[config.mk]
export PLATFORM = sky130hd
export DESIGN_NAME = sample_scheduler
export DESIGN_NICKNAME = d
export VERILOG_FILES = /design/src/rtl/sample_scheduler.sv
export SDC_FILE = /design/constraint.sdc
export NUM_CORES = 1
export LEC_CHECK = 0
export CAP_MARGIN = 0
export CORE_MARGIN = 2
export CORE_UTILIZATION = 49
export DETAILED_ROUTE_END_ITERATION = 10
export PLACE_DENSITY = 0.82
export SYNTH_ARGS = -nofsm -noshare
export SYNTH_HDL_FRONTEND = slang
export SYNTH_SLANG_ARGS = --single-unit
[constraint.sdc]
create_clock -name clock_i -period 3.4 [get_ports clock_i]
set_input_delay 0.34 -clock clock_i [delete_from_list [all_inputs] [get_ports clock_i]]
set_output_delay 0.34 -clock clock_i [all_outputs]
set_load 0.005 [all_outputs]
[src/rtl/sample_scheduler.sv]
// Round-robin owner of one shared sampling-interval timer with a free-running tick prescaler.
// Optional build macro SAMPLE_SCHEDULER_RELEASE_ABORT_EN: releasing req_i cancels the active interval.
module sample_scheduler #(
   parameter int WORD_LENGTH        = 16,
   parameter int SYSTEM_FREQUENCY   = 100000000,
   parameter int SAMPLING_FREQUENCY = 1000000,
   parameter int NUM_REQ            = 4
) (
   input  logic                           clock_i,
   input  logic                           reset_n_i,
   input  logic                           enable_i,
   input  logic [NUM_REQ-1:0]             req_i,
   input  logic [NUM_REQ*WORD_LENGTH-1:0] interval_i,
   input  logic                           abort_i,
   output logic                           tick_o,
   output logic [NUM_REQ-1:0]             grant_o,
   output logic [NUM_REQ-1:0]             done_o,
   output logic                           busy_o,
   output logic [WORD_LENGTH-1:0]         count_o
);

   localparam int DIVIDE = SYSTEM_FREQUENCY / SAMPLING_FREQUENCY;
   localparam int PW     = $clog2(DIVIDE);
   localparam int IW     = $clog2(NUM_REQ);
   localparam logic [PW-1:0] PRESC_LAST = PW'(DIVIDE - 1);
   localparam logic [PW-1:0] PRESC_PRE  = PW'(DIVIDE - 2);

   typedef enum logic [0:0] {
      ST_IDLE = 1'b0,
      ST_RUN  = 1'b1
   } state_t;

   state_t                 r_state;
   state_t                 w_state_next;
   logic [PW-1:0]          r_presc;
   logic                   r_tick;
   logic [NUM_REQ-1:0]     r_grant;
   logic [IW-1:0]          r_grant_idx;
   logic [IW-1:0]          r_last;
   logic [WORD_LENGTH-1:0] r_interval;
   logic [WORD_LENGTH-1:0] r_count;

   logic                   w_tick;
   logic                   w_sel_found;
   logic [IW-1:0]          w_sel_idx;
   logic [NUM_REQ-1:0]     w_sel_onehot;
   logic [WORD_LENGTH-1:0] w_sel_interval;
   logic [WORD_LENGTH-1:0] w_count_inc;
   logic                   w_release;
   logic                   w_cancel;
   logic                   w_complete;
   logic [NUM_REQ-1:0]     w_done;

   // Requester index `offset` positions above `base`, wrapping at NUM_REQ.
   function automatic logic [IW-1:0] rr_index(input logic [IW-1:0] base, input int offset);
      return IW'((int'(base) + offset) % NUM_REQ);
   endfunction

   // Prescaler; tick is registered one count early so it lines up with DIVIDE-1.
   always_ff @(posedge clock_i or negedge reset_n_i) begin
      if (!reset_n_i) begin
         r_presc <= '0;
         r_tick  <= 1'b0;
      end else if (!enable_i) begin
         r_presc <= '0;
         r_tick  <= 1'b0;
      end else begin
         r_presc <= (r_presc == PRESC_LAST) ? '0 : r_presc + PW'(1);
         r_tick  <= (r_presc == PRESC_PRE);
      end
   end

   assign w_tick = r_tick & enable_i;

   // Round-robin search starting just above the last owner.
   always_comb begin
      w_sel_found = 1'b0;
      w_sel_idx   = '0;
      for (int i = 1; i <= NUM_REQ; i++) begin
         w_sel_idx   = (req_i[rr_index(r_last, i)] && !w_sel_found) ? rr_index(r_last, i) : w_sel_idx;
         w_sel_found = w_sel_found | req_i[rr_index(r_last, i)];
      end
   end

   assign w_sel_onehot   = {{(NUM_REQ-1){1'b0}}, 1'b1} << w_sel_idx;
   assign w_sel_interval = interval_i[w_sel_idx*WORD_LENGTH +: WORD_LENGTH];
   assign w_count_inc    = r_count + WORD_LENGTH'(1);

`ifdef SAMPLE_SCHEDULER_RELEASE_ABORT_EN
   assign w_release = ((r_grant & req_i) == '0);
`else
   assign w_release = 1'b0;
`endif

   assign w_cancel   = abort_i | w_release;
   assign w_complete = (r_interval == '0) || (w_tick && (w_count_inc == r_interval));

   // FSM state register.
   always_ff @(posedge clock_i or negedge reset_n_i) begin
      if (!reset_n_i) begin
         r_state <= ST_IDLE;
      end else begin
         r_state <= w_state_next;
      end
   end

   // FSM next state: disable beats cancel beats completion.
   always_comb begin
      w_state_next = r_state;
      case (r_state)
         ST_IDLE: begin
            if (enable_i && w_sel_found) begin
               w_state_next = ST_RUN;
            end else begin
               w_state_next = ST_IDLE;
            end
         end
         ST_RUN: begin
            if (!enable_i) begin
               w_state_next = ST_IDLE;
            end else if (w_cancel) begin
               w_state_next = ST_IDLE;
            end else if (w_complete) begin
               w_state_next = ST_IDLE;
            end else begin
               w_state_next = ST_RUN;
            end
         end
         default: begin
            w_state_next = ST_IDLE;
         end
      endcase
   end

   // FSM outputs: done pulses in the completing cycle itself.
   always_comb begin
      w_done = '0;
      case (r_state)
         ST_RUN: begin
            if (enable_i && !w_cancel && w_complete) begin
               w_done = r_grant;
            end else begin
               w_done = '0;
            end
         end
         default: begin
            w_done = '0;
         end
      endcase
   end

   // Grant, latched interval, tick count and round-robin pointer.
   always_ff @(posedge clock_i or negedge reset_n_i) begin
      if (!reset_n_i) begin
         r_grant     <= '0;
         r_grant_idx <= '0;
         r_interval  <= '0;
         r_count     <= '0;
         r_last      <= IW'(NUM_REQ - 1);
      end else if (!enable_i) begin
         r_grant <= '0;
         r_count <= '0;
      end else begin
         case (r_state)
            ST_IDLE: begin
               if (w_sel_found) begin
                  r_grant     <= w_sel_onehot;
                  r_grant_idx <= w_sel_idx;
                  r_interval  <= w_sel_interval;
                  r_count     <= '0;
               end
            end
            ST_RUN: begin
               if (w_cancel) begin
                  r_grant <= '0;
                  r_count <= '0;
                  r_last  <= r_grant_idx;
               end else if (w_complete) begin
                  r_grant <= '0;
                  r_count <= r_interval;
                  r_last  <= r_grant_idx;
               end else if (w_tick) begin
                  r_count <= w_count_inc;
               end
            end
            default: begin
               r_grant <= '0;
               r_count <= '0;
            end
         endcase
      end
   end

   assign tick_o  = w_tick;
   assign grant_o = r_grant;
   assign done_o  = w_done;
   assign busy_o  = (r_state == ST_RUN);
   assign count_o = r_count;

endmodule

; ---- After elaboration in Yosys (flattened, before gate mapping)
; Cells that the tools add are included.
[classes]
n_lt_le_gt_ge = 4
muxes = 35
bitwise_logic = 5
addsub = 6
eq_ne = 6
shifts = 2
n_reduce_logical = 18
[op_table]
columns = operator, count
row1 = 2-to-1 mux 16 bit, 5
row2 = variable part select 64 x 7 -> 16 bit, 1
row3 = case mux 16 bit (2 select lines), 1
row4 = 2-to-1 mux 4 bit, 6
row5 = adder 16 x 1 -> 16 bit (second input constant), 1
row6 = == test 16 bit, 1
row7 = logical NOT 16 bit, 1
row8 = == test 7 bit (second input constant), 2
row9 = 2-to-1 mux 7 bit, 2
row10 = < comparator 2 x 3 -> 1 bit (second input constant), 4
row11 = 2-to-1 mux 2 bit, 6
row12 = 2-to-1 mux 1 bit, 9
row13 = binary-select mux 1 bit (select 2 bit), 4
row14 = case mux 4 bit (2 select lines), 1
row15 = adder 7 x 1 -> 7 bit (second input constant), 1
row16 = logical AND 1 bit, 7
row17 = AND reduction 3 bit, 2
row18 = != test 5 x 3 -> 1 bit (second input constant), 1
row19 = adder 2 x 1 -> 2 bit (second input constant), 2
row20 = adder 2 bit (second input constant), 2
row21 = logical NOT 1 bit, 4
row22 = != test 4 x 3 -> 1 bit (second input constant), 1
row23 = AND reduction 2 bit, 2
row24 = left shift 1 x 2 -> 4 bit (first input constant), 1
row25 = 7 further kinds, 9
[word_totals]
in_bits = 72
elab_cells = 84
output_inout_bits = 26
regBits = 49

; ---- Logic depth before layout (Yosys ltp)
; Gate-level depths: netlist (run 1).
[depth]
ltp_word = 12
mapped_depth = 10

; ---- Worst setup path after synthesis (run 1)
; OpenSTA, ideal clock, no wires.
[synth_timing]
kind = flip-flop to output port
start = register r_count[0], in the netlist count_o[0]
end = output port done_o[0]
path_slack_ns = 0.679
n_path_buf = 1
t_arrival_ns = 2.381
required_ns = 3.060
stages_incl_launch_ff = 10
path_cell_list = dfrtp_1 -> ha_1 -> nand3_1 -> or3_1 -> xnor2_1 -> nor4_1 -> nand4_1 -> buf_2 -> a21oi_2 -> and2_1
[synth_via]
elab_chain_cells = 7
[synth_rtl]
columns = item, line
row1 = start: declaration, 41  ; logic [WORD_LENGTH-1:0] r_count;
row2 = start signal: assignment, 180  ; r_count <= r_interval;
row3 = start signal: assignment, 183  ; r_count <= w_count_inc;
row4 = adder 16 x 1 -> 16 bit, 87  ; assign w_count_inc = r_count + WORD_LENGTH'(1);
row5 = == test 16 bit, 96  ; assign w_complete = (r_interval == '0) || (w_tick && (w_count_inc == r_interval));
row6 = logical AND 1 bit, 96
row7 = logical OR 1 bit, 96
row8 = logical AND 1 bit, 140  ; if (enable_i && !w_cancel && w_complete) begin
row9 = 2-to-1 mux 4 bit, 140
row10 = 2-to-1 mux 4 bit, 138  ; case (r_state)
row11 = end: declaration, 17  ; output logic [NUM_REQ-1:0] done_o,
; No other way between the ends.

; ---- Final worst setup path (run 1)
[layout_timing]
start = register r_count[2], in the netlist count_o[2]
end = output port done_o[0]
; Same word-level chain as after synthesis.

==> results of run 1 <==
synthesized netlist by cell type (2+ instances only):
cell type                  instances
sky130_fd_sc_hd__xor2_1            9
sky130_fd_sc_hd__xnor2_1          15
sky130_fd_sc_hd__o211ai_1          2
sky130_fd_sc_hd__clkbuf_1         11
sky130_fd_sc_hd__mux2i_1          22
sky130_fd_sc_hd__or3_1             7
sky130_fd_sc_hd__mux2_2           19
sky130_fd_sc_hd__nand2b_1          4
sky130_fd_sc_hd__nor4_4            2
sky130_fd_sc_hd__a221o_1           5
sky130_fd_sc_hd__ha_1              3
sky130_fd_sc_hd__nand3_1           9
sky130_fd_sc_hd__nand4b_1          2
sky130_fd_sc_hd__and4_1            2
sky130_fd_sc_hd__a22o_1            3
sky130_fd_sc_hd__and2_1            9
sky130_fd_sc_hd__or4_1             2
sky130_fd_sc_hd__o22ai_1           3
sky130_fd_sc_hd__o21ai_1           2
sky130_fd_sc_hd__a31oi_1           3
sky130_fd_sc_hd__nand4_1           5
sky130_fd_sc_hd__o31ai_1           2
sky130_fd_sc_hd__nor4_1            6
sky130_fd_sc_hd__inv_1            10
sky130_fd_sc_hd__a21oi_1           9
sky130_fd_sc_hd__nor3_1            6
sky130_fd_sc_hd__buf_2             8
sky130_fd_sc_hd__nand2_1          67
sky130_fd_sc_hd__nor2_1           24
sky130_fd_sc_hd__dfstp_2           2
sky130_fd_sc_hd__dfrtp_1          47
sky130_fd_sc_hd__and3_1            5
sky130_fd_sc_hd__o21ai_0          42
sky130_fd_sc_hd__nor2b_1           5
sky130_fd_sc_hd__nand4_4           2
metal layers:
layer / GRT usage [%] / vias up
li1: - / 1654
met1: 34.4 / 1624
met2: 44.0 / 177
met3: 4.66 / 21
met4: 7.71 / 0
met5: 0 / -
layout by cell type (no fill, tap or decap), types with 6 or more instances in the layout:
cell / count
sky130_fd_sc_hd__and2_1: 9
sky130_fd_sc_hd__xnor2_1: 14
sky130_fd_sc_hd__mux2i_1: 22
sky130_fd_sc_hd__nor2_1: 24
sky130_fd_sc_hd__nand3_1: 7
sky130_fd_sc_hd__a21oi_1: 9
sky130_fd_sc_hd__nand2_1: 66
sky130_fd_sc_hd__dfrtp_2: 6
sky130_fd_sc_hd__o21ai_0: 42
sky130_fd_sc_hd__inv_1: 10
sky130_fd_sc_hd__xor2_1: 9
sky130_fd_sc_hd__dfrtp_1: 41
sky130_fd_sc_hd__buf_4: 26
sky130_fd_sc_hd__nor3_1: 6
sky130_fd_sc_hd__mux2_2: 18
sky130_fd_sc_hd__clkdlybuf4s50_1: 94
power by group:
part	switching, µW	total [µW]	internal (µW)
clock network	194	340	146
registers	158	862	704
logic	386	804	418
total	737	2010	1270
critical path, stage by stage (launching register included):
cell and delay, ns:
sky130_fd_sc_hd__dfrtp_2 0.52, sky130_fd_sc_hd__nand3_2 0.16, sky130_fd_sc_hd__buf_4 0.18, sky130_fd_sc_hd__nor4_4 0.36, sky130_fd_sc_hd__xnor2_2 0.12, sky130_fd_sc_hd__a221oi_2 0.20
sky130_fd_sc_hd__nand4_1 0.18, sky130_fd_sc_hd__a21oi_2 0.26, sky130_fd_sc_hd__and2_1 0.16, sky130_fd_sc_hd__clkdlybuf4s50_1 0.50
registers in the layout, indices dropped and copies added (netlist names):
register / cells
busy_o: 1
count_o: 16
grant_o: 4
r_grant_idx: 2
r_interval: 16
r_last: 2
r_presc: 7
r_tick: 1
kinds of logic (layout without fill, tap and decap cells):
| group | Yosys count | after routing | synth area share [%] |
|---|---|---|---|
| AND/OR/NAND/NOR | 165 | 165 | 25.1 |
| buffers and inverters | 30 | 144 | 3.74 |
| flip-flops | 49 | 49 | 35.3 |
| AO/OA/AOI/OAI | 86 | 86 | 15.6 |
| multiplexers | 41 | 41 | 12.5 |
| XOR/XNOR | 25 | 25 | 6.69 |
| adder cells (fa/ha/maj) | 3 | 3 | 1.08 |
per-stage QoR:
stage                     cells  instance area, µm²  setup WS (ns)  utilization (%)
final                       609                4880         0.0929             71.5
after CTS                   599                4730         0.0207             69.2
after global placement      589                4610          0.216             67.5
after detailed placement    589                4610          0.172             67.5
after global routing        609                4880        -0.0709             71.5
after floorplan             399                3480          0.679                -
final cells by class:
cell class	count	area, µm²	share of cell area (%)
Clock inverter	1	7.51	0.154
Multi-Input combinational cell	320	2200	45.2
Clock buffer	7	76.3	1.56
Tap cell	96	120	2.46
Sequential cell	49	1240	25.3
Inverter	10	37.5	0.769
Timing Repair Buffer	126	1200	24.6
final timing paths:
check / endpoint / slack [ns] / cells after the start
max in group asynchronous: count_o[8] / 2.45 / 1
min reg2reg: r_presc[0] / 0.49 / 1
min: grant_o[1] / 0.23 / 1
max: done_o[0] / 0.09 / 9
min in group clock_i: r_presc[0] / 0.49 / 1
max reg2reg: grant_o[1] / 0.49 / 11
timing repair:
| item | 4_1_cts | 5_1_grt |
|---|---|---|
| endpoints found under the setup margin | 4 | 4 |
| resized for setup | 7 | 20 |
| pin swaps | 2 | 14 |
| gates cloned | 0 | 0 |
| buffers inserted | 2 | 10 |
==> impl_metrics.toml, run 1 <==
[status]
status = "finished, final reports clean"

[critical_path]
setup.worst_path.end_class = "primary output"
worstPathRequired_ns = 3.06
worstPathArrival_ns = 2.97
worst_setup_path_startpoint = "count_o[2]"
regToRegStartpoint = "count_o[2]"
critPathKind = "reg -> out"
critical_path.max_fanout = 11
start_kind = "flop"

[placement]
place.port_buffers = 97
gp_congestion = 0.946
detailedPlacementHpwl_mm = 7.50

[yosys]
synth_nets = 474
synth_area_leader_cell = "sky130_fd_sc_hd__dfrtp_1"
ys_seq_area_share_pct = 35.3
dominantRegCellSynth = "sky130_fd_sc_hd__dfrtp_1"
netlist_top_cells_area = "sky130_fd_sc_hd__dfrtp_1, sky130_fd_sc_hd__nand2_1, sky130_fd_sc_hd__mux2i_1"
synth_enable_flop_cells = 0
post_synth_inst_count = 399
synth.yosys.warnings = 0
portion_of_synthesized_cell_area_occupied_by_the_leading_cell_type_pct = 33.8
syn_area_per_cell_um2 = 8.72
synth.cell_area_um2 = 3480
yosys.cell_types.count = 60
yosys_register_bits = 49
synth-async-reset-ratio_pct = 100

[global_route]
grt_max_degree = 50
antenna_violations_before_repair = 0
grt_first_pass_wirelength_mm = 15.9
grt_usage_pct = 26.1
first_global_vias = 3373
overflow = 0

[drt]
detail_route.drc_violations = 0
dr.max_layer_used = "met4"
totalWireLength_mm = 9.90
drt.antenna.violating_nets = 0
met1_length_mm = 4.09
vias_per_cell = 5.71
drt_pass1_iterations = 4
num_vias = 3476
wl_per_cell_um = 16.3
detailedRoute.firstIterationViolations = 179
dr_wl_met2_mm = 4.73
routed-wl-met3_um = 876

[timing]
fin_skew_ns = 0.00796
final-setup-viol-count = 0
fin_crit_ns = 3.31
worst-slew-pin-transition_ns = 1.07
achievable-frequency_mhz = 302
timing.final.max_slew_violations = 0
final_hold_violation_count = 0
finalSetupTns_ns = 0
timing.final.crit_share_pct = 97.3
whs_ns = 0.232
relSlewSlack_pct = 28.4

[cts]
numClockSinks = 49
clockRootBuffer = "sky130_fd_sc_hd__clkbuf_8"
cts_inserted_buffers = 5
holdBufCountCts = 0
clock_tree.buffer_depth = 2
clk-insertion-delay-late_ns = 0.30
clock_pin_slew_on_the_worst_setup_and_hold_paths_ns = 0.09
depth_of_the_cts_h_tree = 2
tritoncts = "built"

[cells_and_area]
final_layout_size_suffix_gt1_share_pct = 16.8
synthToLayoutAreaGrowth_pct = 40.3
antenna_cells_inserted = 0
fillerInstances = 524
nNetsFinal = 587

[power_and_ir_drop]
report.power.total_uw = 2010
power.static_leakage_uw = 0.00209
power.density_cell_area_nw_per_um2 = 411
irDropWorstVdd_mv = 0.339

[die]
horiz_die_dim_um = 88.3
num_rows = 30
floorplan.initialDensity_pct = 51.0
floorplan.die_area_um2 = 7790
boundaryPins = 98
core-area_um2 = 6830
die_y_um = 88.3

[worst_hold_path]
hold_path.class = "in -> async"

[job]
count_of_maximum_capacitance_violations = 0
Power figures use the tool's default switching activity.
==> run 2, diff against run 1 <==
Settings changed: PLACE_DENSITY 0.82 to 0.84.
==> run 2 against run 1 <==
Against the previous run: power is 3.0% higher; largest cell class unchanged; largest power group unchanged; first-iteration DRC count is 73% higher; clock skew is 0.0044 ns higher.
==> impl_metrics.toml, run 2 (synthesis results as in run 1) <==
[critical_path]
worst_setup_path_startpoint = "count_o[0]"
cp_slowest_cell = "sky130_fd_sc_hd__clkdlybuf4s50_1"
worstReg2RegEnd = "r_last[0]"
worst_path_largest_cell_delay_ns = 0.50
worstPathArrival_ns = 3.01
regToRegStartpoint = "count_o[0]"
cp.buffers_inverters = 3
worstPathCellList = "buf_4 -> nand3_1 -> buf_4 -> nor2_1 -> or3_1 -> a211oi_2 -> nand4_1 -> a21oi_2 -> and2_1 -> clkdlybuf4s50_1"
critPathKind = "reg -> out"
path_depth = 10
worstRegToRegCells = 11
worst-r2r-setup-slack_ns = 0.41
critical_path.max_fanout = 6
setup.worst_path.end_class = "primary output"
crit_family = "simple AND/OR/NAND/NOR gates"
worstPathRequired_ns = 3.06
start_kind = "flop"
most_used_cell_cp = "sky130_fd_sc_hd__buf_4"

[cts]
holdBufCountCts = 0
clock_pin_slew_on_the_worst_setup_and_hold_paths_ns = 0.10
clockRootBuffer = "sky130_fd_sc_hd__clkbuf_8"
cts_inserted_buffers = 5
numClockSinks = 49
clk-insertion-delay-late_ns = 0.30
clock_tree.buffer_depth = 2
depth_of_the_cts_h_tree = 2
tritoncts = "built"

[timing]
relSlewSlack_pct = 28.0
fin_crit_ns = 3.35
whs_ns = 0.236
worst-slew-pin-transition_ns = 1.08
achievable-frequency_mhz = 298
setup_repair_after_global_routing_missed_its_margin = "true"
final-setup-viol-count = 0
timing.final.crit_share_pct = 98.7
fin_skew_ns = 0.0124
post-route-worst-setup-slack_ns = 0.0459
timing.final.max_slew_violations = 0
finalSetupTns_ns = 0
final_hold_violation_count = 0

[cells_and_area]
layout.cells.non_filler = 609
final_common_cell = "sky130_fd_sc_hd__clkdlybuf4s50_1"
seqCellArea_um2 = 1240
antenna_cells_inserted = 0
synthToLayoutAreaGrowth_pct = 41.5
final_layout_size_suffix_gt1_share_pct = 17.7
multi_input_area_um2 = 2220
fillerInstances = 520
mostFrequentLayoutCells = "sky130_fd_sc_hd__clkdlybuf4s50_1, sky130_fd_sc_hd__nand2_1, sky130_fd_sc_hd__o21ai_0"
nNetsFinal = 587

[drt]
detail_route.drc_violations = 0
vias_per_cell = 5.79
drt_pass1_iterations = 5
drt.antenna.violating_nets = 0
totalWireLength_mm = 10.0
wl_per_cell_um = 16.5
num_vias = 3526
detailedRoute.firstIterationViolations = 310

[global_route]
antenna_violations_before_repair = 0
grt_first_pass_wirelength_mm = 16.1
first_global_vias = 3438
grt_max_degree = 50
overflow = 0
grt_usage_pct = 26.1

[die]
boundaryPins = 98
floorplan.initialDensity_pct = 51.0
horiz_die_dim_um = 88.3
core-area_um2 = 6830
floorplan.die_area_um2 = 7790
die_y_um = 88.3
num_rows = 30

[placement]
gp_congestion = 0.926
detailedPlacementHpwl_mm = 7.40
place.port_buffers = 97
placement_stage_worst_setup_slack_ns = 0.0774
post_place_cells = 589

[power_and_ir_drop]
power.density_cell_area_nw_per_um2 = 420
power.static_leakage_uw = 0.00208
irDropWorstVdd_mv = 0.386

[status]
status = "finished, final reports clean"

[worst_hold_path]
hold_path.class = "in -> async"

[job]
count_of_maximum_capacitance_violations = 0
[run 2: how the worst max path moves through the flow]
stage                endpoint
global route        done_o[1]
floorplan           done_o[0]
detailed placement  done_o[2]
finish              done_o[2]
CTS                 done_o[2]
global placement    done_o[2]
[run 2: layer usage]
metal / vias to the layer above / global-route usage [%] / wire (µm)
met4: 0 / 8.95 / 184
met3: 23 / 3.54 / 752
li1: 1655 / - / -
met1: 1654 / 35.1 / 4340
met2: 194 / 43.3 / 4740
met5: - / 0 / 0
[run 2: final cells by class]
cell class	count	share of cell area, %
clock inverter	1	0.178
tap	96	2.44
inverter	10	0.762
sequential	49	25.2
clock buffer	7	1.96
timing repair buffer	126	24.4
multi-input combinational	320	45.1
[run 2: through the flow]
stage | instance area (µm²) | power, µW | util (%)
after floorplan | 3480 | 1360 | -
after global placement | 4610 | 1630 | 67.5
after detailed placement | 4610 | 1650 | 67.5
after CTS | 4770 | 2040 | 69.8
after global routing | 4920 | 2200 | 72.1
final | 4920 | 2070 | 72.1
[run 2: timing repair]
item | in CTS | in global routing
pin swaps | 5 | 9
endpoints found under the setup margin | 4 | 4
gates resized for setup | 9 | 18
setup buffers | 4 | 8
[run 2: power breakdown]
part | switching, µW | total, µW | internal (µW)
clock network | 204 | 393 | 188
registers | 159 | 863 | 704
logic | 390 | 811 | 421
==> run 3, diff against run 2 <==
Settings changed: CORE_MARGIN 2 to 10.
==> run 3 against run 2 <==
Against the previous run: worst hold slack gained 0.0026 ns; highest routed layer unchanged; die area grew 40%; core utilization shrank 0.81 points; first-iteration DRC count shrank 21%; design area shrank 1.1%; combinational power shrank 2.8%; critical path type unchanged; register-to-register slack is essentially flat; sequential power shrank 0.7%; via count shrank 1.2%; non-clock buffer count is the same; clock skew shrank 0.0050 ns.
==> impl_metrics.toml, run 3 (synthesis results as in run 1) <==
[status]
status = "finished, final reports clean"

[drt]
detail_route.drc_violations = 0
wl_per_cell_um = 17.7
num_vias = 3482
totalWireLength_mm = 10.8
drt.antenna.violating_nets = 0
vias_per_cell = 5.72
detailedRoute.firstIterationViolations = 246
drt_pass1_iterations = 5

[cts]
cts_inserted_buffers = 5
tritoncts = "built"
clk-insertion-delay-late_ns = 0.30
numClockSinks = 49
clock_tree.buffer_depth = 2
depth_of_the_cts_h_tree = 2
clockRootBuffer = "sky130_fd_sc_hd__clkbuf_8"
clock_pin_slew_on_the_worst_setup_and_hold_paths_ns = 0.10

[cells_and_area]
fillerInstances = 539
layout.cells.non_filler = 609
antenna_cells_inserted = 0
final_layout_size_suffix_gt1_share_pct = 16.8
mostFrequentLayoutCells = "sky130_fd_sc_hd__clkdlybuf4s50_1, sky130_fd_sc_hd__nand2_1, sky130_fd_sc_hd__o21ai_0"
final_common_cell = "sky130_fd_sc_hd__clkdlybuf4s50_1"
nNetsFinal = 587
synthToLayoutAreaGrowth_pct = 39.9

[critical_path]
worstPathRequired_ns = 3.06
worstRegToRegCells = 12
worstPathArrival_ns = 2.66
critPathKind = "reg -> out"
regToRegStartpoint = "count_o[4]"
worstReg2RegEnd = "grant_o[1]"
start_kind = "flop"
worst-r2r-setup-slack_ns = 0.41
setup.worst_path.end_class = "primary output"
critical_path.max_fanout = 5

[power_and_ir_drop]
power.density_cell_area_nw_per_um2 = 410
cell_internal_power_uw = 1260
power_frac_comb_pct = 39.5
power.net_switching_uw = 732
share_clk_of_total_power_pct = 17.5
irDropWorstVdd_mv = 0.340
p_sw_share_pct = 36.7
power_frac_seq_pct = 43.0
power.static_leakage_uw = 0.00213

[timing]
final-setup-viol-count = 0
timing.final.crit_share_pct = 88.2
fin_crit_ns = 3.00
relSlewSlack_pct = 27.5
achievable-frequency_mhz = 334
final_hold_violation_count = 0
worst-slew-pin-transition_ns = 1.09
finalSetupTns_ns = 0
fin_skew_ns = 0.00740
setup_repair_after_global_routing_missed_its_margin = "false"
post-route-worst-setup-slack_ns = 0.402
timing.final.max_slew_violations = 0

[placement]
post_place_cells = 587
place.port_buffers = 97
detailedPlacementHpwl_mm = 8.24
gp_congestion = 0.932
placement_stage_worst_setup_slack_ns = 0.178

[die]
horiz_die_dim_um = 104
boundaryPins = 98
floorplan.initialDensity_pct = 51.0
core-area_um2 = 6830
num_rows = 30
floorplan.die_area_um2 = 10900
die_y_um = 104

[global_route]
grt_first_pass_wirelength_mm = 17.4
first_global_vias = 3578
grt_max_degree = 50
grt_usage_pct = 18.8
overflow = 0
antenna_violations_before_repair = 0

[worst_hold_path]
hold_path.class = "in -> async"

[job]
count_of_maximum_capacitance_violations = 0
-- run 3: changes by cell type in the layout (fill, tap and decap cells not counted), moves of 2 or more --
cell	change
sky130_fd_sc_hd__buf_6	+2
sky130_fd_sc_hd__dlymetal6s2s_1	+4
sky130_fd_sc_hd__clkbuf_8	-2
sky130_fd_sc_hd__clkdlybuf4s50_1	-4
sky130_fd_sc_hd__nand3_2	+2
-- run 3: timing repair --
action | 4_1_cts | 5_1_grt
gates resized for setup | 6 | 22
buffers inserted | 3 | 11
setup endpoints to repair | 4 | 4
pin swaps | 3 | 11
hold buffers | 0 | 0
gates cloned | 0 | 0
-- run 3: critical path, stage by stage (launching register included) --
cell and delay, ns:
sky130_fd_sc_hd__dfrtp_1 0.43, sky130_fd_sc_hd__buf_6 0.15, sky130_fd_sc_hd__buf_4 0.13, sky130_fd_sc_hd__xnor2_1 0.17, sky130_fd_sc_hd__xnor2_1 0.17, sky130_fd_sc_hd__o21ai_0 0.18
sky130_fd_sc_hd__nor4_1 0.35, sky130_fd_sc_hd__nand4_1 0.22, sky130_fd_sc_hd__a21oi_2 0.27, sky130_fd_sc_hd__and2_1 0.16, sky130_fd_sc_hd__dlymetal6s2s_1 0.13
-- run 3: worst max path at each step --
stage,startpoint,end,slack [ns]
after detailed placement,count_o[5],done_o[2],0.18
after global placement,count_o[6],done_o[1],0.21
after floorplan,count_o[0],done_o[0],0.68
final,count_o[4],done_o[1],0.40
after global routing,count_o[4],done_o[2],0.30
after CTS,count_o[0],done_o[2],0.008
-- run 3: power groups by stage --
stage	logic [µW]	registers (µW)	clock network, µW
finish	788	857	350
global route	884	873	379
CTS	784	854	355
detailed placement	778	864	0
global placement	766	859	0
floorplan	546	814	0
-- run 3: final cells by class --
| class | instances | area, µm² | area share [%] |
|---|---|---|---|
| multi-input cells | 320 | 2180 | 44.7 |
| repair buffers | 126 | 1210 | 24.8 |
| inverters | 10 | 37.5 | 0.771 |
| clock inverters | 2 | 13.8 | 0.283 |
| clock buffers | 6 | 72.6 | 1.49 |
| flip-flops and latches | 49 | 1240 | 25.5 |
| well taps | 96 | 120 | 2.47 |
-- run 3: layer usage --
layer	wire (µm)	track usage [%]	vias to the layer above
li1	-	-	1650
met1	4400	23.2	1608
met2	4770	29.4	204
met3	1400	7.56	20
met4	215	5.57	0
met5	0	0	-
-- run 3: per-stage QoR --
stage / util, % / hold slack, ns / instance area, µm² / total power [µW]
after floorplan: - / 0.0444 / 3480 / 1360
after global placement: 67.2 / 0.464 / 4590 / 1620
after detailed placement: 67.2 / 0.465 / 4590 / 1640
after CTS: 69.1 / 0.275 / 4720 / 1990
after global routing: 71.3 / 0.325 / 4870 / 2140
final: 71.3 / 0.239 / 4870 / 1990
==> RTL change 1 (settings of run 1) <==
Build with the macro `SAMPLE_SCHEDULER_RELEASE_ABORT_EN` defined.
--- a/src/rtl/sample_scheduler.sv
+++ b/src/rtl/sample_scheduler.sv
@@ -1,5 +1,7 @@
 // Round-robin owner of one shared sampling-interval timer with a free-running tick prescaler.
 // Optional build macro SAMPLE_SCHEDULER_RELEASE_ABORT_EN: releasing req_i cancels the active interval.
+`define SAMPLE_SCHEDULER_RELEASE_ABORT_EN
+
 module sample_scheduler #(
    parameter int WORD_LENGTH        = 16,
    parameter int SYSTEM_FREQUENCY   = 100000000,
Behaviour: not the same (a bounded check fails within 4 cycles, from zero or initial values and one cycle with reset_n_i low).
==> RTL change 1 against run 1 <==
- via count rose by 12%
- worst hold slack got worse by 0.016 ns
- wire length rose by 6.1%
- critical path type is now register to register
- power rose by 7.3%
- design area rose by 0.36%
- sequential cell count did not move
- worst setup slack improved by 0.058 ns
- fmax rose by 1.8%
- area after synthesis rose by 0.68%
==> RTL change 1: results (changes against run 1) <==
stage;metric;value;unit;change
outcome;status;finished clean;;
worst_setup_path;cp_max_fo;12;;+1
yosys;yosysUniqueCellTypes;55;;-8.3%
placement;dp_hpwl;7845;um;+4.6%
yosys;ys_seq_area_share;35.06;%;-0.24 points
worst_setup_path;worst_path_max_delay_cell;nor2_2;;
yosys;synth-compound-area-share;18.17;%;+2.6 points
global_routing;grt_pass1_wl;16780;um;+5.6%
yosys;synth.top_cells.by_count;73 x nor2_1, 72 x nand2_1, 52 x o21ai_0;;
placement;dp_slack;0.1662;ns;-0.006039 ns
drt;drtIter0Drc;449;;+150%
power_and_ir_drop;switching_share;41.56;%;+4.8 points
timing;clock_skew;0.01174;ns;+0.003781 ns
final_layout;instances_no_fill;671;;+10%
power_and_ir_drop;intPower;1257;uW;-0.87%
yosys;synthXorXnorAreaFrac;6.498;%;-0.19 points
final_layout;drive_gt1_share;12.00;%;-4.8 points
final_layout;num-fill-cells;555;;+5.9%
final_layout;num-nonclk-buffers;130;;+3.2%
final_layout;n_all_inverters;11;;+1
timing;tightest_slew;1.095;ns;+0.02196 ns
yosys;syn_inst;462;;+16%
drt;drt-pass1-iter-count;6;;+2
yosys;yosys-mux-area-fraction;3.213;%;-9.3 points
placement;dp_cells;651;;+11%
final_layout;clk_share;1.941;%;+0.22 points
clocking;clk_latency;0.32;ns;+0.02 ns
global_routing;grt_use_met1;36.02;%;+1.6 points
worst_setup_path;crit_arrival;3.44;ns;+0.47 ns
global_routing;met3_usage;5.317;%;+0.65 points
power_and_ir_drop;comb-power;888;uW;+10%
final_layout;nMultiInputCombCells;377;;+18%
yosys;synthesis.nets;537;;+13%
clocking;clk_pin_slew;0.11;ns;+0.02 ns
power_and_ir_drop;p_leak;0.002147;uW;+2.8%
worst_setup_path;max_stage_delay;0.63;ns;+0.11 ns
==> RTL change 1: path summary, 6_finish.rpt <==
path	to	slack [ns]	cells after the start	from
worst max-delay path	count_o[3]	0.15	12	count_o[1]
worst min-delay path	grant_o[1]	0.22	1	reset_n_i
worst max register to register	count_o[3]	0.15	12	count_o[1]
worst min register to register	r_grant_idx[0]	0.48	2	r_grant_idx[0]
max in group asynchronous	count_o[10]	2.43	1	reset_n_i
min in group clock_i	r_grant_idx[0]	0.48	2	r_grant_idx[0]
==> RTL change 1: repair_timing <==
| action | 4_1_cts | 5_1_grt |
|---|---|---|
| gates cloned | 0 | 0 |
| setup buffers | 8 | 5 |
| endpoints found under the setup margin | 4 | 4 |
| gates resized for setup | 14 | 8 |
| pin swaps | 8 | 5 |
==> RTL change 1: routing by layer <==
| metal | share of wire (%) | vias to the layer above |
|---|---|---|
| met1 | 43 | 1806 |
| met2 | 45 | 208 |
| li1 | - | 1849 |
| met4 | 2.5 | 0 |
| met5 | 0 | - |
| met3 | 9.0 | 28 |
==> RTL change 2 (settings of run 1) <==
Made on the original files. Put one more register stage on the output `count_o`. The value now appears one clock later. The other outputs are not delayed to match.
--- a/src/rtl/sample_scheduler.sv
+++ b/src/rtl/sample_scheduler.sv
@@ -195,7 +195,9 @@
    assign grant_o = r_grant;
    assign done_o  = w_done;
    assign busy_o  = (r_state == ST_RUN);
-   assign count_o = r_count;
+   always_ff @(posedge clock_i) begin
+      count_o <= r_count;
+   end
 
 endmodule
 
Function: same outputs for any inputs over 4 cycles, from zero or initial values and one cycle with reset_n_i low; that may be too few to reach the edited logic, so the function may still have changed.
==> RTL change 2 against run 1 <==
- worst hold slack got worse by 0.043 ns
- register-to-register slack got worse by 0.04 ns
- worst setup slack got worse by 0.0078 ns
- design area increased by 6.8%
- die area increased by 7.1%
- area after synthesis increased by 7.4%
- power increased by 33%
- count of clock-buffer cells in the layout increased by 7
- wire length increased by 5.0%
- clock skew about the same
- sequential power increased by 25%
- sequential share of layout area increased by 4.6 points
- sequential cell count increased by 16
- critical endpoint unchanged
- largest power group unchanged
- highest routed layer unchanged
==> RTL change 2: results (changes against run 1) <==
stage;metric;value;unit;change
power_and_ir_drop;vdd_ir_drop_max;0.3328;mV;-1.8%
timing;clock_skew;0.008453;ns;+0.0004900 ns
timing;slew_headroom;27.63;%;-0.80 points
power_and_ir_drop;power_switching;915.4;uW;+24%
yosys;synthesis.nets;534;;+13%
yosys;yosys-mux-area-fraction;2.477;%;-10 points
placement;dp_hpwl;7684;um;+2.4%
worst_setup_path;worst_path_max_delay_cell;clkdlybuf4s50_1;;
yosys;synthAdderAreaFrac;1.004;%;-0.074 points
final_layout;nets;644;;+9.7%
clocking;clk_pin_slew;0.07;ns;-0.02 ns
yosys;async_reset_ff_share;75.38;%;-25 points
drt;wl_per_cell;15.45;um;-5.0%
power_and_ir_drop;p_leak;0.002265;uW;+8.4%
final_layout;num-fill-cells;576;;+9.9%
drt;drt-pass1-iter-count;5;;+1
global_routing;grt_usage;25.19;%;-0.88 points
yosys;synthXorXnorAreaFrac;5.857;%;-0.83 points
outcome;status;finished clean;;
placement;place_area;0.004798;sq mm;+4.1%
yosys;ys_seq_area_share;41.43;%;+6.1 points
yosys;synth.top_cells.by_count;73 x nand2_1, 69 x nor2_1, 47 x dfrtp_1;;
final_layout;drive_gt1_share;12.89;%;-3.9 points
yosys;synth-compound-area-share;14.89;%;-0.71 points
clocking;numCtsBuffers;9;;+4
yosys;netlist_top_cells_area;dfrtp_1 31%, dfxtp_1 8.6%, nand2_1 7.3%;;
clocking;clk_latency;0.34;ns;+0.04 ns
final_layout;multiInputGateArea;0.002103;sq mm;-4.6%
worst_setup_path;cp_max_fo;8;;-3
placement;dp_slack;0.1649;ns;-0.007395 ns
drt;vias;3770;;+8.5%
[RTL change 2: cell types whose count changed in the layout (fill, tap and decap cells not counted), sizes merged, moves of 6 or more]
| cell | change |
|---|---|
| a21oi | -6 |
| nor2 | +46 |
| clkbuf | +7 |
| mux2 | -15 |
| nand3 | +24 |
| and2 | -6 |
| mux2i | -18 |
| dfxtp | +16 |
| nor3 | +6 |
[RTL change 2: through the flow]
stage	hold slack (ns)	instances
after global routing	0.3036	673
after detailed placement	0.4351	642
after floorplan	0.04441	459
after CTS	0.2339	665
final	0.1892	673
after global placement	0.4120	642
[RTL change 2: what timing repair did]
action	4_1_cts	5_1_grt
setup endpoints to repair	4	4
gates resized for setup	11	9
hold endpoints to repair	0	0
setup buffers	7	8
pin swaps	4	5
[RTL change 2: routing by layer]
metal / global-route usage (%) / wire, um
met2: 41.79 / 4857
met5: 0 / 0
met4: 10.35 / 229
met1: 31.77 / 4381
met3: 5.643 / 929
[RTL change 2: layout make-up]
cell class              count  area share [%]
well taps                  99           2.375
repair buffers            122           22.12
clock buffers              14           3.311
flip-flops and latches     65           29.92
clock inverters             2           1.152
multi-input cells         360           40.33
inverters                  11          0.7917
[RTL change 2: worst paths after layout]
check,cells after the start,endpoint,slack (ns),startpoint
max,9,done_o[0],0.09,r_count[9]
min,1,r_presc[5],0.19,reset_n_i
max reg2reg,11,r_count[0],0.45,r_count[9]
min reg2reg,0,count_o[4],0.45,r_count[4]
max in group asynchronous,1,r_count[4],2.45,reset_n_i
min in group clock_i,0,count_o[4],0.45,r_count[4]
[RTL change 2: power by group through the flow]
stage	registers, uW	clock network, uW	logic [uW]
finish	1080	757	832
global route	1100	794	935
CTS	1070	765	827
detailed placement	1090	0	823
global placement	1080	0	807
floorplan	1020	0	571
